File: config.mk
export PLATFORM = sky130hd
export DESIGN_NAME = nibble_serial_addsub
export DESIGN_NICKNAME = d
export VERILOG_FILES = /design/src/rtl/addsub_pkg.sv /design/src/rtl/nibble_addsub_slice.sv /design/src/rtl/nibble_serial_addsub.sv
export SDC_FILE = /design/constraint.sdc
export NUM_CORES = 1
export LEC_CHECK = 0
export CAP_MARGIN = 20
export CELL_PAD_IN_SITES_DETAIL_PLACEMENT = 2
export CELL_PAD_IN_SITES_GLOBAL_PLACEMENT = 2
export CORE_ASPECT_RATIO = 1.75
export CORE_MARGIN = 10
export CORE_UTILIZATION = 23
export CTS_CLUSTER_SIZE = 24
export DETAILED_ROUTE_END_ITERATION = 8
export PLACE_DENSITY = 0.69
export SLEW_MARGIN = 20
export SYNTH_ARGS = -nofsm -noshare
export SYNTH_HDL_FRONTEND = slang
export SYNTH_SLANG_ARGS = --single-unit
File: constraint.sdc
create_clock -name clk -period 4.8 [get_ports clk]
set_clock_uncertainty 0.2 [all_clocks]
set_input_delay 0.72 -clock clk [delete_from_list [all_inputs] [get_ports clk]]
set_output_delay 0.72 -clock clk [all_outputs]
set_load 0.005 [all_outputs]
File: src/rtl/addsub_pkg.sv
// Shared types and helpers for the nibble-serial add/sub unit.
// Provides slice width, FSM state type and saturation constants.
package addsub_pkg;

    localparam int NIB_W = 4;

    typedef enum logic [1:0] {
        IDLE = 2'd0,
        RUN  = 2'd1,
        DONE = 2'd2
    } state_t;

    // Signed extreme for a w-bit word: 0x80..0 when neg, else 0x7F..F.
    function automatic logic [63:0] sat_value(input int unsigned w,
                                              input logic neg);
        logic [63:0] msb;
        msb = 64'd1 << (w - 1);
        return neg ? msb : (msb - 64'd1);
    endfunction

endpackage

File: src/rtl/nibble_addsub_slice.sv
// Combinational 4-bit add/sub slice built from four full-adder cells.
// Exposes carries out of bits 3 and 2 for carry chaining and overflow.
module nibble_addsub_slice
    import addsub_pkg::*;
(
    input  logic [NIB_W-1:0] x,
    input  logic [NIB_W-1:0] y,
    input  logic             op,
    input  logic             cin,
    output logic [NIB_W-1:0] s,
    output logic             c3,
    output logic             c2
);

    logic [NIB_W-1:0] y_eff;
    logic [NIB_W:0]   c;

    assign y_eff = y ^ {NIB_W{op}};
    assign c[0]  = cin;

    for (genvar i = 0; i < NIB_W; i++) begin : g_fa
        assign s[i]   = x[i] ^ y_eff[i] ^ c[i];
        assign c[i+1] = (x[i] & y_eff[i]) | (c[i] & (x[i] ^ y_eff[i]));
    end

    assign c3 = c[NIB_W];
    assign c2 = c[NIB_W-1];

endmodule

File: src/rtl/nibble_serial_addsub.sv
// Multi-cycle W-bit add/sub using one 4-bit slice, one nibble per clock.
// Define ADDSUB_SAT_EN to saturate the result on signed overflow.
module nibble_serial_addsub
    import addsub_pkg::*;
#(
    parameter int NIBBLES = 4
) (
    input  logic                     clk,
    input  logic                     rst,
    input  logic                     in_valid,
    output logic                     in_ready,
    input  logic [4*NIBBLES-1:0]     a,
    input  logic [4*NIBBLES-1:0]     b,
    input  logic                     op,
    output logic                     out_valid,
    input  logic                     out_ready,
    output logic [4*NIBBLES-1:0]     result,
    output logic                     carry_out,
    output logic                     overflow
);

    localparam int W     = NIB_W * NIBBLES;
    localparam int CNT_W = (NIBBLES > 1) ? $clog2(NIBBLES) : 1;
    localparam logic [CNT_W-1:0] LAST = CNT_W'(NIBBLES - 1);

    state_t           state_q;
    state_t           state_d;
    logic [CNT_W-1:0] cnt_q;
    logic             carry_q;
    logic [W-1:0]     a_q;
    logic [W-1:0]     b_q;
    logic             op_q;
    logic [W-1:0]     result_q;
    logic             carry_out_q;
    logic             overflow_q;

    logic             accept;
    logic             last;
    logic [CNT_W+1:0] idx;
    logic [NIB_W-1:0] sum;
    logic             c3;
    logic             c2;

    assign in_ready  = (state_q == IDLE) && !rst;
    assign accept    = in_valid && in_ready;
    assign out_valid = (state_q == DONE);
    assign result    = result_q;
    assign carry_out = carry_out_q;
    assign overflow  = overflow_q;

    assign last = (cnt_q == LAST);
    assign idx  = {cnt_q, 2'b00};

    nibble_addsub_slice u_slice (
        .x   (a_q[idx +: NIB_W]),
        .y   (b_q[idx +: NIB_W]),
        .op  (op_q),
        .cin (carry_q),
        .s   (sum),
        .c3  (c3),
        .c2  (c2)
    );

    always_ff @(posedge clk) begin
        if (rst) begin
            state_q <= IDLE;
        end else begin
            state_q <= state_d;
        end
    end

    always_comb begin
        state_d = state_q;
        unique case (state_q)
            IDLE: if (accept) state_d = RUN;
            RUN:  if (last) state_d = DONE;
            DONE: if (out_ready) state_d = IDLE;
            default: state_d = IDLE;
        endcase
    end

`ifdef ADDSUB_SAT_EN
    localparam logic [W-1:0] SAT_POS = W'(sat_value(W, 1'b0));
    localparam logic [W-1:0] SAT_NEG = W'(sat_value(W, 1'b1));
`endif

    always_ff @(posedge clk) begin
        if (rst) begin
            cnt_q       <= '0;
            carry_q     <= 1'b0;
            a_q         <= '0;
            b_q         <= '0;
            op_q        <= 1'b0;
            result_q    <= '0;
            carry_out_q <= 1'b0;
            overflow_q  <= 1'b0;
        end else begin
            unique case (state_q)
                IDLE: begin
                    if (accept) begin
                        a_q     <= a;
                        b_q     <= b;
                        op_q    <= op;
                        carry_q <= op;
                        cnt_q   <= '0;
                    end
                end
                RUN: begin
                    result_q[idx +: NIB_W] <= sum;
                    carry_q <= c3;
                    cnt_q   <= cnt_q + 1'b1;
                    if (last) begin
                        carry_out_q <= c3;
                        overflow_q  <= c3 ^ c2;
`ifdef ADDSUB_SAT_EN
                        // Sign of the true result equals the sign of a.
                        if (c3 ^ c2) begin
                            result_q <= a_q[W-1] ? SAT_NEG : SAT_POS;
                        end
`endif
                    end
                end
                default: ;
            endcase
        end
    end

endmodule
# Word-level counts from Yosys, hierarchy flattened
# Index checks and enable logic that the tools add are counted.
[op_classes]
n_addsub = 2
eq_ne = 6
shift = 4
muxes = 9
bitwise_logic = 22
n_reduce_logical = 9
[ops]
columns = ["cell", "n"]
rows = [
  ["variable part select 16 x 5 -> 4 bit", 2],
  ["bitwise mux 16 bit", 1],
  ["variable shift 4 x 6 -> 16 bit (first input constant)", 1],
  ["variable part select 4 x 6 -> 16 bit", 1],
  ["XOR 1 bit", 9],
  ["bitwise AND 1 bit", 8],
  ["two-way mux 2 bit", 4],
  ["negation 4 -> 6 bit", 1],
  ["one-hot mux 2 bit (3 select lines)", 1],
  ["AND reduction 2 bit", 3],
  ["equality test 2 bit (second input constant)", 2],
  ["inequality test 2 bit (second input constant)", 2],
  ["OR 1 bit", 4],
  ["one-hot mux 2 bit (2 select lines)", 1],
  ["XOR 4 bit", 1],
  ["AND reduction 3 bit", 1],
  ["adder 2 x 1 -> 2 bit (second input constant)", 1],
  ["equality test 2 x 1 -> 1 bit (second input constant)", 1],
  ["logical AND 1 bit", 2],
  ["logical NOT 2 bit", 1],
  ["inequality test 2 x 1 -> 1 bit (second input constant)", 1],
  ["one-hot mux 1 bit (2 select lines)", 1],
  ["nonzero test 2 bit", 1],
  ["logical NOT 1 bit", 1],
  ["two-way mux 1 bit", 1],
]
[totals]
regBits = 56
inputBits = 37
output_inout_bits = 20
wordCells = 61

# Longest topological paths before layout
# Gate-level depths: netlist of run 1.
[depth]
ltp_word = 12
depth_mapped = 11
mapped_depth_nobuf = 10

# Cells and area by module
# A second synthesis of run 1 with hierarchy kept.
[hier_totals]
cells_unflattened = 284
area_unflattened_um2 = 2534.9
[modules_own_cells]
columns = ["module", "instances", "cells_each", "area_per_inst_um2", "seq_area_each_um2"]
rows = [
  ["nibble_serial_addsub", 1, 268, 2389.8, 1121.1],
  ["nibble_addsub_slice", 1, 16, 145.1, 0.0],
]

# Least setup slack after synthesis of run 1
# Ideal clock, no wire load.
[synth_path]
path_kind = "register to register"
startpoint = "reg cnt_q[0]"
endpoint = "reg result_q[15] (netlist: result[15])"
setup_time_ns = 0.070
arrival_time_ns = 3.209
t_required_ns = 4.530
path_slack_ns = 1.320
stages_incl_launch_ff = 10
n_path_buf = 0
cell_sequence = "dfxtp_1 mux4_1 xor2_1 fa_1 inv_1 fa_1 fa_1 fa_1 or3_1 a21oi_1"
[synth_between]
elab_chain_cells = 12
elab_cells_between_ends = 24
[synth_lines]
columns = ["element", "line", "rtl"]
rows = [
  ["from (decl)", "nibble_serial_addsub.sv:28", "logic [CNT_W-1:0] cnt_q;"],
  ["from (signal assigned)", "nibble_serial_addsub.sv:111", "cnt_q <= cnt_q + 1'b1;"],
  ["variable part select 16 x 5 -> 4 bit", "nibble_serial_addsub.sv:56", ".y (b_q[idx +: NIB_W]),"],
  ["XOR 4 bit", "nibble_addsub_slice.sv:18", "assign y_eff = y ^ {NIB_W{op}};"],
  ["XOR 1 bit", "nibble_addsub_slice.sv:22, nibble_addsub_slice.sv:23", ""],
  ["bitwise AND 1 bit", "nibble_addsub_slice.sv:23", "assign c[i+1] = (x[i] & y_eff[i]) | (c[i] & (x[i] ^ y_eff[i]));"],
  ["OR 1 bit", "nibble_addsub_slice.sv:23", ""],
  ["bitwise AND 1 bit", "nibble_addsub_slice.sv:23", ""],
  ["OR 1 bit", "nibble_addsub_slice.sv:23", ""],
  ["bitwise AND 1 bit", "nibble_addsub_slice.sv:23", ""],
  ["OR 1 bit", "nibble_addsub_slice.sv:23", ""],
  ["XOR 1 bit", "nibble_addsub_slice.sv:22", "assign s[i] = x[i] ^ y_eff[i] ^ c[i];"],
  ["variable part select 4 x 6 -> 16 bit", "nibble_serial_addsub.sv:109", "result_q[idx +: NIB_W] <= sum;"],
  ["bitwise mux 16 bit (*)", "nibble_serial_addsub.sv:109", ""],
  ["to (signal, indexed assignment)", "nibble_serial_addsub.sv:109", ""],
  ["to (decl)", "nibble_serial_addsub.sv:33", "logic [W-1:0] result_q;"],
]
# Every way passes the cells marked *; elsewhere a longest branch is shown, timed or not.
# A chain may end at the register's enable or synchronous reset.

# Worst setup path in the final report of run 1
# Ends and elaborated chain as after synthesis.

==> impl_metrics.toml, run 1 <==
[routing]
routed_wl_um = 7500
drc = 0
vias_per_cell = 4.64
via_count = 2145
wl_per_cell_um = 16.2
dr.pass1.iters = 4
antenna_left = 0
drtIter0Drc = 93

[worst_setup_path]
slowest_delay_ns = 0.54
cp.required_ns = 4.83
cpMaxStageDelayCell = "fa_1"
cp-start-kind = "flop"
criticalPathCategory = "flop to flop"
cpMostUsedCell = "fa_1"
path_buf_inv = 1
critPathMaxFanout = 15
crit_arrival_ns = 3.55
endpoint_kind = "flop"
crit_chain = "buf_4 -> mux4_2 -> xnor2_1 -> fa_1 -> fa_1 -> fa_1 -> or3_1 -> a21oi_1"
crit_family = "adder cells"

[clocking]
numCtsBuffers = 5
ctsHtreeMaxLevel = 2
cts_tree = "built"
clock_latency_ns = 0.30
clk_path_buf_depth = 2
postCtsSetupBuffers = 0
cts.repair.resized = 0
numClockSinks = 56
clk_pin_slew_ns = 0.07
cts_root_buf = "clkbuf_16"
cts_hold_buf = 0

[sta]
relSlewSlack = 0.562
tightestPinTransition_ns = 0.657
hold_viol_final = 0
max_freq_mhz = 284
drv_slew = 0
setup_viol = 0
finalCritPeriodShare = 0.734
timing.hold.ws_ns = 0.252
rsz0062_at_grt = "false"
tns_ns = 0
min_period_ns = 3.52

[global_route]
grt_pass1_vias = 2427
antenna_found_initial = 0
grt.total_usage = 0.0970
grt_max_degree = 63
grt_pass1_wl_um = 12700
grt_overflow = 0

[floorplanning]
fp.dieW_um = 101
core_sq_um = 11200
fp.dieArea_sq_um = 16300
ios = 57
die_h_um = 161
start_util = 0.236
rows = 51

[final_layout]
n_fill_cell = 1219
drive_gt1_frac = 0.0818
layout_commonest_cell = "nand2_1"
area_growth_pct = 30.0
nets = 376
layout_common_cells = "nand2_1, dfxtp_1, clkdlybuf4s50_1"
n_antenna_cell = 0

[worst_hold_path]
hold_class = "flop to flop"

[synthesis]
synth.cell_area_sq_um = 2630
yosysWarnings = 0
synth_cell_types = 38
synth_fp_nets = 328
syn_avg_cell_area_sq_um = 9.36
ys_ff_latch = 56
syn_inst = 281
ys_seq_area_frac = 0.426

[placed_design]
routabilityCongestion = 0.758
dpl.hpwl_um = 5840
portBuffers = 56

[power_and_ir_drop]
p_per_area_nw_per_um2 = 314
leakage_uw = 0.00115
ir_drop_uv = 150

[status]
outcome = "finished, final reports clean"

[flow_run]
maxCapViolCount = 0
-- metrics by stage --
stage	std cells	total power [uW]	utilization	worst slack (ns)	instance area, sq um
3_5_place_dp	454	644	0.290	1.29	3240
2_1_floorplan	281	586	-	1.32	2630
5_1_grt	462	1120	0.306	1.10	3420
3_3_place_gp	454	640	0.290	1.37	3240
6_report	462	1070	0.306	1.28	3420
4_1_cts	462	1090	0.306	1.23	3420
-- Yosys cell counts (all sizes together) --
cell type,instances,area share
nand2,77,0.11
dfxtp,56,0.43
a21oi,44,0.084
buf,15,0.051
inv,11,0.016
mux4,8,0.071
nand2b,7,0.020
ha,6,0.029
nand3b,6,0.017
or3,6,0.014
clkbuf,5,0.0071
fa,4,0.030
nor2,4,0.0057
o32ai,4,0.022
xnor2,4,0.013
a32oi,3,0.010
nand3,3,0.0057
a311oi,2,0.0067
nor3,2,0.0038
o31ai,2,0.0057
a22oi,1,0.0029
a31oi,1,0.0024
and2,1,0.0024
and2b,1,0.0029
and4bb,1,0.0048
mux2i,1,0.0038
nand4bb,1,0.010
nor2b,1,0.0024
nor4b,1,0.0090
or4,1,0.0043
or4b,1,0.0038
xor2,1,0.0033
-- registers in the layout, indices dropped and copies added (netlist names) --
register and cells:
overflow 1, carry_out 1, state_q 2, result 16
a_q 16, carry_q 1, cnt_q 2, b_q 16
op_q 1
-- metal layers --
metal | GRT usage | share of wire
met3 | 0.0209 | 0.034
met2 | 0.179 | 0.56
met1 | 0.101 | 0.39
met5 | 0 | 0
met4 | 0.0387 | 0.019
-- power breakdown --
group	switching [uW]	internal, uW	leakage [uW]
combinational	69.1	67.6	0.000608
sequential	12.4	480	0.000455
clock	171	275	0.0000901
-- worst register-to-register path, cell delays in order, from the launching register on --
cell,delay [ns]
dfxtp_1,0.36
buf_4,0.26
mux4_2,0.54
xnor2_1,0.17
fa_1,0.42
fa_1,0.45
fa_1,0.54
or3_1,0.40
a21oi_1,0.14
-- worst paths after layout --
kind | start | end | slack [ns] | cells past startpoint
min | a_q[11] | a_q[11] | 0.25 | 2
min reg2reg | a_q[11] | a_q[11] | 0.25 | 2
max reg2reg | cnt_q[0] | result[15] | 1.28 | 8
max | cnt_q[0] | result[15] | 1.28 | 8
-- area by class of cell --
| class | instances | area (sq um) | area share |
|---|---|---|---|
| multi-input combinational | 194 | 1320 | 0.385 |
| sequential | 56 | 1120 | 0.328 |
| timing repair buffer | 61 | 593 | 0.173 |
| tap | 132 | 165 | 0.0483 |
| clock buffer | 7 | 153 | 0.0447 |
| inverter | 11 | 41.3 | 0.0121 |
| clock inverter | 1 | 30.0 | 0.00878 |
-- kinds of logic (layout without fill, tap and decap cells) --
| group | count (synthesis) | count (layout) | share of synthesized area |
|---|---|---|---|
| and+or+nand+nor | 113 | 113 | 0.216 |
| xor gates and xnor gates | 5 | 5 | 0.0167 |
| DFF | 56 | 56 | 0.426 |
| AOI/OAI and AO/OA | 57 | 57 | 0.133 |
| adders and majority gates | 10 | 10 | 0.0590 |
| buffers and inverters | 31 | 80 | 0.0737 |
| muxes | 9 | 9 | 0.0752 |
(Power assumes the default switching activity.)
==> run 2, diff against run 1 <==
--- a/config.mk
+++ b/config.mk
@@ -13,7 +13,7 @@
 export CORE_UTILIZATION = 23
 export CTS_CLUSTER_SIZE = 24
 export DETAILED_ROUTE_END_ITERATION = 8
-export PLACE_DENSITY = 0.69
+export PLACE_DENSITY = 0.72
 export SLEW_MARGIN = 20
 export SYNTH_ARGS = -nofsm -noshare
 export SYNTH_HDL_FRONTEND = slang
==> constraint.sdc (replaced) <==
create_clock -name clk -period 3.2 [get_ports clk]
set_clock_uncertainty 0.2 [all_clocks]
set_input_delay 0.48 -clock clk [delete_from_list [all_inputs] [get_ports clk]]
set_output_delay 0.48 -clock clk [all_outputs]
set_load 0.005 [all_outputs]
==> run 2 against run 1 <==
Critical path type unchanged. Hold slack gained 0.0066 ns. The flow now finishes with violations (negative setup slack). Highest routed layer unchanged. Largest power group unchanged. Largest cell class unchanged. Clock power grew 20%. Combinational power grew 59%. Global-route usage shrank 0.18 points.
==> impl_metrics.toml, run 2 (synthesis gave the netlist of run 1 again) <==
[status]
outcome = "finished with violations"
violations = "negative setup slack"

[floorplanning]
ios = 57
fp.dieArea_sq_um = 16300
die_h_um = 161
fp.dieW_um = 101
start_util = 0.236
core_sq_um = 11200
rows = 51

[worst_setup_path]
cp.required_ns = 3.23
criticalPathCategory = "flop to flop"
reg2reg_slack_ns = -0.06
critPathMaxFanout = 4
r2r_cells = 9
crit_arrival_ns = 3.29
reg2reg_from = "cnt_q[0]"
cp-start-kind = "flop"
endpoint = "result[7]"
reg2reg_to = "result[7]"
endpoint_kind = "flop"
startpoint = "cnt_q[0]"

[flow_run]
maxCapViolCount = 0

[clocking]
cts_hold_buf = 0
clk_pin_slew_ns = 0.07
cts_root_buf = "clkbuf_16"
numClockSinks = 56
clock_latency_ns = 0.30
cts_tree = "built"
clk_path_buf_depth = 2
numCtsBuffers = 5
ctsHtreeMaxLevel = 2

[routing]
dr.pass1.iters = 4
via_count = 2138
met3WireLength_um = 243
wl_per_cell_um = 16.4
drtIter0Drc = 39
wl_met1_um = 2910
vias_per_cell = 4.59
routed_wl_um = 7630
drc = 0
highest_layer = "met4"
antenna_left = 0
met2_length_um = 4350

[power_and_ir_drop]
p_per_area_nw_per_um2 = 435
fin_total_pwr_uw = 1490
ir_drop_uv = 207
leakage_uw = 0.00115

[sta]
hold_viol_final = 0
min_period_ns = 3.26
setup_viol = 2
max_freq_mhz = 307
rsz0062_at_grt = "true"
tightestPinTransition_ns = 0.623
drv_slew = 0
setup_slack_ns = -0.0605
finalCritPeriodShare = 1.02
relSlewSlack = 0.585
timing.hold.ws_ns = 0.259

[final_layout]
n_antenna_cell = 0
nets = 381
layout_commonest_cell = "nand2_1"
area_growth_pct = 30.1
layout_common_cells = "nand2_1, dfxtp_1, clkdlybuf4s50_1"
postLayoutCellArea_sq_um = 3420
post_layout_nonfiller_instances = 466
drive_gt1_frac = 0.114

[placed_design]
dp.cells = 459
placed_cell_area_sq_um = 3280
dpl.hpwl_um = 6020
routabilityCongestion = 0.787
portBuffers = 56
place_ws_ns = -0.114

[global_route]
grt_pass1_vias = 2421
grt_max_degree = 61
grt_overflow = 0
grt.total_usage = 0.0952
antenna_found_initial = 0
grt_pass1_wl_um = 12400

[worst_hold_path]
hold_class = "flop to flop"
==> run 2: cell types whose count changed in the layout (fill, tap and decap cells not counted), sizes merged <==
| cell | delta |
|---|---|
| buf | +5 |
| clkinvlp | +1 |
| clkbuf | -2 |
| bufinv | -1 |
| clkinv | +1 |
==> run 2: final cells by class <==
cell class | count | area [sq um]
clock buffers | 5 | 125
well taps | 132 | 165
multi-input cells | 194 | 1320
repair buffers | 66 | 631
fillers | 1241 | 7750
flip-flops and latches | 56 | 1120
clock inverters | 2 | 12.5
inverters | 11 | 41.3
==> run 2: repair_timing <==
item,CTS,global route
setup endpoints to repair,4,5
buffers inserted,0,0
resized for setup,2,0
pin swaps,0,1
==> run 2: worst max-delay path, cell delays in order, from the launching register on <==
cell,delay [ns]
dfxtp_4,0.35
mux4_2,0.50
xor2_1,0.18
fa_2,0.23
inv_2,0.04
fa_2,0.34
fa_2,0.37
fa_2,0.46
or3_1,0.38
a21oi_1,0.14
==> run 2: per-layer routing <==
layer  vias up  GRT usage
met4         0     0.0387
met1      1038     0.0951
met3         6     0.0192
li1       1057          -
met2        37      0.181
met5         -          0
==> run 2: worst min-delay path by stage <==
stage / from / slack [ns] / cells past startpoint / to
detailed placement: b_q[11] / 0.25 / 2 / b_q[11]
floorplan: b_q[7] / 0.23 / 2 / b_q[7]
global route: a_q[2] / 0.28 / 2 / a_q[2]
global placement: a_q[10] / 0.24 / 2 / a_q[10]
finish: a_q[2] / 0.26 / 2 / a_q[2]
CTS: b_q[11] / 0.26 / 2 / b_q[11]
==> run 2: report_power, final <==
group	leakage [uW]	total (uW)	switching [uW]	internal, uW
clock network	0.0000657	533	248	285
logic	0.000627	218	109	110
registers	0.000455	738	17.9	720
==> run 2: per-stage QoR <==
stage | util | setup TNS, ns
global route | 0.306 | -0.445
finish | 0.306 | -0.118
floorplan | - | -0.0722
detailed placement | 0.294 | -0.226
CTS | 0.306 | -0.167
global placement | 0.294 | -0.132
==> run 3, diff against run 2 <==
--- a/config.mk
+++ b/config.mk
@@ -11,6 +11,7 @@
 export CORE_ASPECT_RATIO = 1.75
 export CORE_MARGIN = 10
 export CORE_UTILIZATION = 23
+export CTS_BUF_LIST = sky130_fd_sc_hd__clkbuf_8
 export CTS_CLUSTER_SIZE = 24
 export DETAILED_ROUTE_END_ITERATION = 8
 export PLACE_DENSITY = 0.72
==> run 3 against run 2 <==
The flow still finishes with violations (negative setup slack). Via count is 0.56% lower. Final cell count stayed put. Fmax is 0.33% higher. Sequential power hardly changed. Hold slack better by 0.0026 ns. Sequential share of layout area is 0.55 points higher. Worst setup slack better by 0.011 ns. Critical endpoint is now result[15]. Largest cell class unchanged.
==> impl_metrics.toml, run 3 (synthesis gave the netlist of run 1 again) <==
[sta]
max_freq_mhz = 308
setup_viol = 2
min_period_ns = 3.25
rsz0062_at_grt = "true"
hold_viol_final = 0
timing.hold.ws_ns = 0.262
relSlewSlack = 0.585
tightestPinTransition_ns = 0.622
setup_slack_ns = -0.0498
finalCritPeriodShare = 1.02
drv_slew = 0

[routing]
drc = 0
vias_per_cell = 4.56
wl_per_cell_um = 16.2
antenna_left = 0
drtIter0Drc = 41
via_count = 2126
routed_wl_um = 7560
dr.pass1.iters = 4

[final_layout]
nets = 381
layout_commonest_cell = "nand2_1"
multi_input_area_sq_um = 1320
layout_common_cells = "nand2_1, dfxtp_1, clkdlybuf4s50_1"
area_growth_pct = 27.9
drive_gt1_frac = 0.114
n_fill_cell = 1243
n_antenna_cell = 0
regArea_sq_um = 1120

[worst_setup_path]
reg2reg_to = "result[15]"
critPathMaxFanout = 4
reg2reg_from = "cnt_q[0]"
cp-start-kind = "flop"
r2r_cells = 9
crit_arrival_ns = 3.31
reg2reg_slack_ns = -0.05
cp.required_ns = 3.26
endpoint_kind = "flop"
criticalPathCategory = "flop to flop"

[global_route]
grt_pass1_wl_um = 12500
grt_max_degree = 61
grt_overflow = 0
antenna_found_initial = 0
grt_pass1_vias = 2419
grt.total_usage = 0.0962

[clocking]
numCtsBuffers = 5
clock_latency_ns = 0.32
cts_root_buf = "clkbuf_8"
cts_tree = "built"
clk_path_buf_depth = 2
ctsHtreeMaxLevel = 2
numClockSinks = 56
clk_pin_slew_ns = 0.10
cts_hold_buf = 0
postCtsSetupBuffers = 0

[floorplanning]
fp.dieW_um = 101
start_util = 0.236
die_h_um = 161
ios = 57
fp.dieArea_sq_um = 16300
rows = 51
core_sq_um = 11200

[power_and_ir_drop]
ir_drop_uv = 182
p_per_area_nw_per_um2 = 398
leakage_uw = 0.00112

[status]
outcome = "finished with violations"
violations = "negative setup slack"

[flow_run]
maxCapViolCount = 0

[worst_hold_path]
hold_class = "flop to flop"
min_to = "a_q[2]"
hp-start = "a_q[2]"
whs_path_depth = 2

[placed_design]
routabilityCongestion = 0.787
place_ws_ns = -0.114
portBuffers = 56
dpl.hpwl_um = 6020
==> run 3: cell counts in the layout (fill, tap and decap cells not counted) <==
No cell type changed its count.
==> run 3: per-stage QoR <==
| step | TNS, ns | cell area [sq um] | util | power (uW) | std cells |
|---|---|---|---|---|---|
| after floorplan | -0.0722 | 2640 | - | 881 | 281 |
| after global routing | -0.435 | 3360 | 0.301 | 1420 | 466 |
| after global placement | -0.132 | 3280 | 0.294 | 969 | 459 |
| final | -0.0990 | 3360 | 0.301 | 1340 | 466 |
| after CTS | -0.165 | 3360 | 0.301 | 1370 | 466 |
| after detailed placement | -0.226 | 3280 | 0.294 | 976 | 459 |
==> run 3: critical path: stages (launching register included) <==
cell and delay (ns):
dfxtp_4 0.36, mux4_2 0.50, xor2_1 0.18, fa_2 0.23
inv_2 0.04, fa_2 0.34, fa_2 0.37, fa_2 0.46
or3_1 0.39, a21oi_1 0.14
==> run 3: worst max-delay path by stage <==
stage / from / end / slack (ns)
6_report: cnt_q[0] / result[15] / -0.05
5_1_grt: cnt_q[0] / result[7] / -0.17
4_1_cts: cnt_q[0] / result[15] / -0.08
3_5_place_dp: cnt_q[0] / result[15] / -0.11
3_3_place_gp: cnt_q[0] / result[15] / -0.07
2_1_floorplan: cnt_q[0] / result[15] / -0.04
==> run 3: timing repair <==
action / in CTS / in global routing
gates cloned: 0 / 0
pin swaps: 0 / 1
resized for setup: 2 / 0
setup endpoints to repair: 4 / 5
==> run 3: power by group <==
part | internal, uW | total [uW] | switching [uW]
Clock | 149 | 383 | 234
Sequential | 720 | 738 | 17.9
Combinational | 109 | 217 | 108
Total | 978 | 1340 | 360
==> run 3: layout make-up <==
class	instances	share of cell area
Timing Repair Buffer	66	0.187
Clock buffer	5	0.0205
Sequential cell	56	0.334
Inverter	11	0.0123
Multi-Input combinational cell	194	0.393
Clock inverter	2	0.00372
Tap cell	132	0.0491
==> run 3: metal layers <==
| layer | global-route usage | part of all wire |
|---|---|---|
| met1 | 0.0984 | 0.38 |
| met2 | 0.180 | 0.57 |
| met3 | 0.0205 | 0.033 |
| met4 | 0.0387 | 0.018 |
| met5 | 0 | 0 |
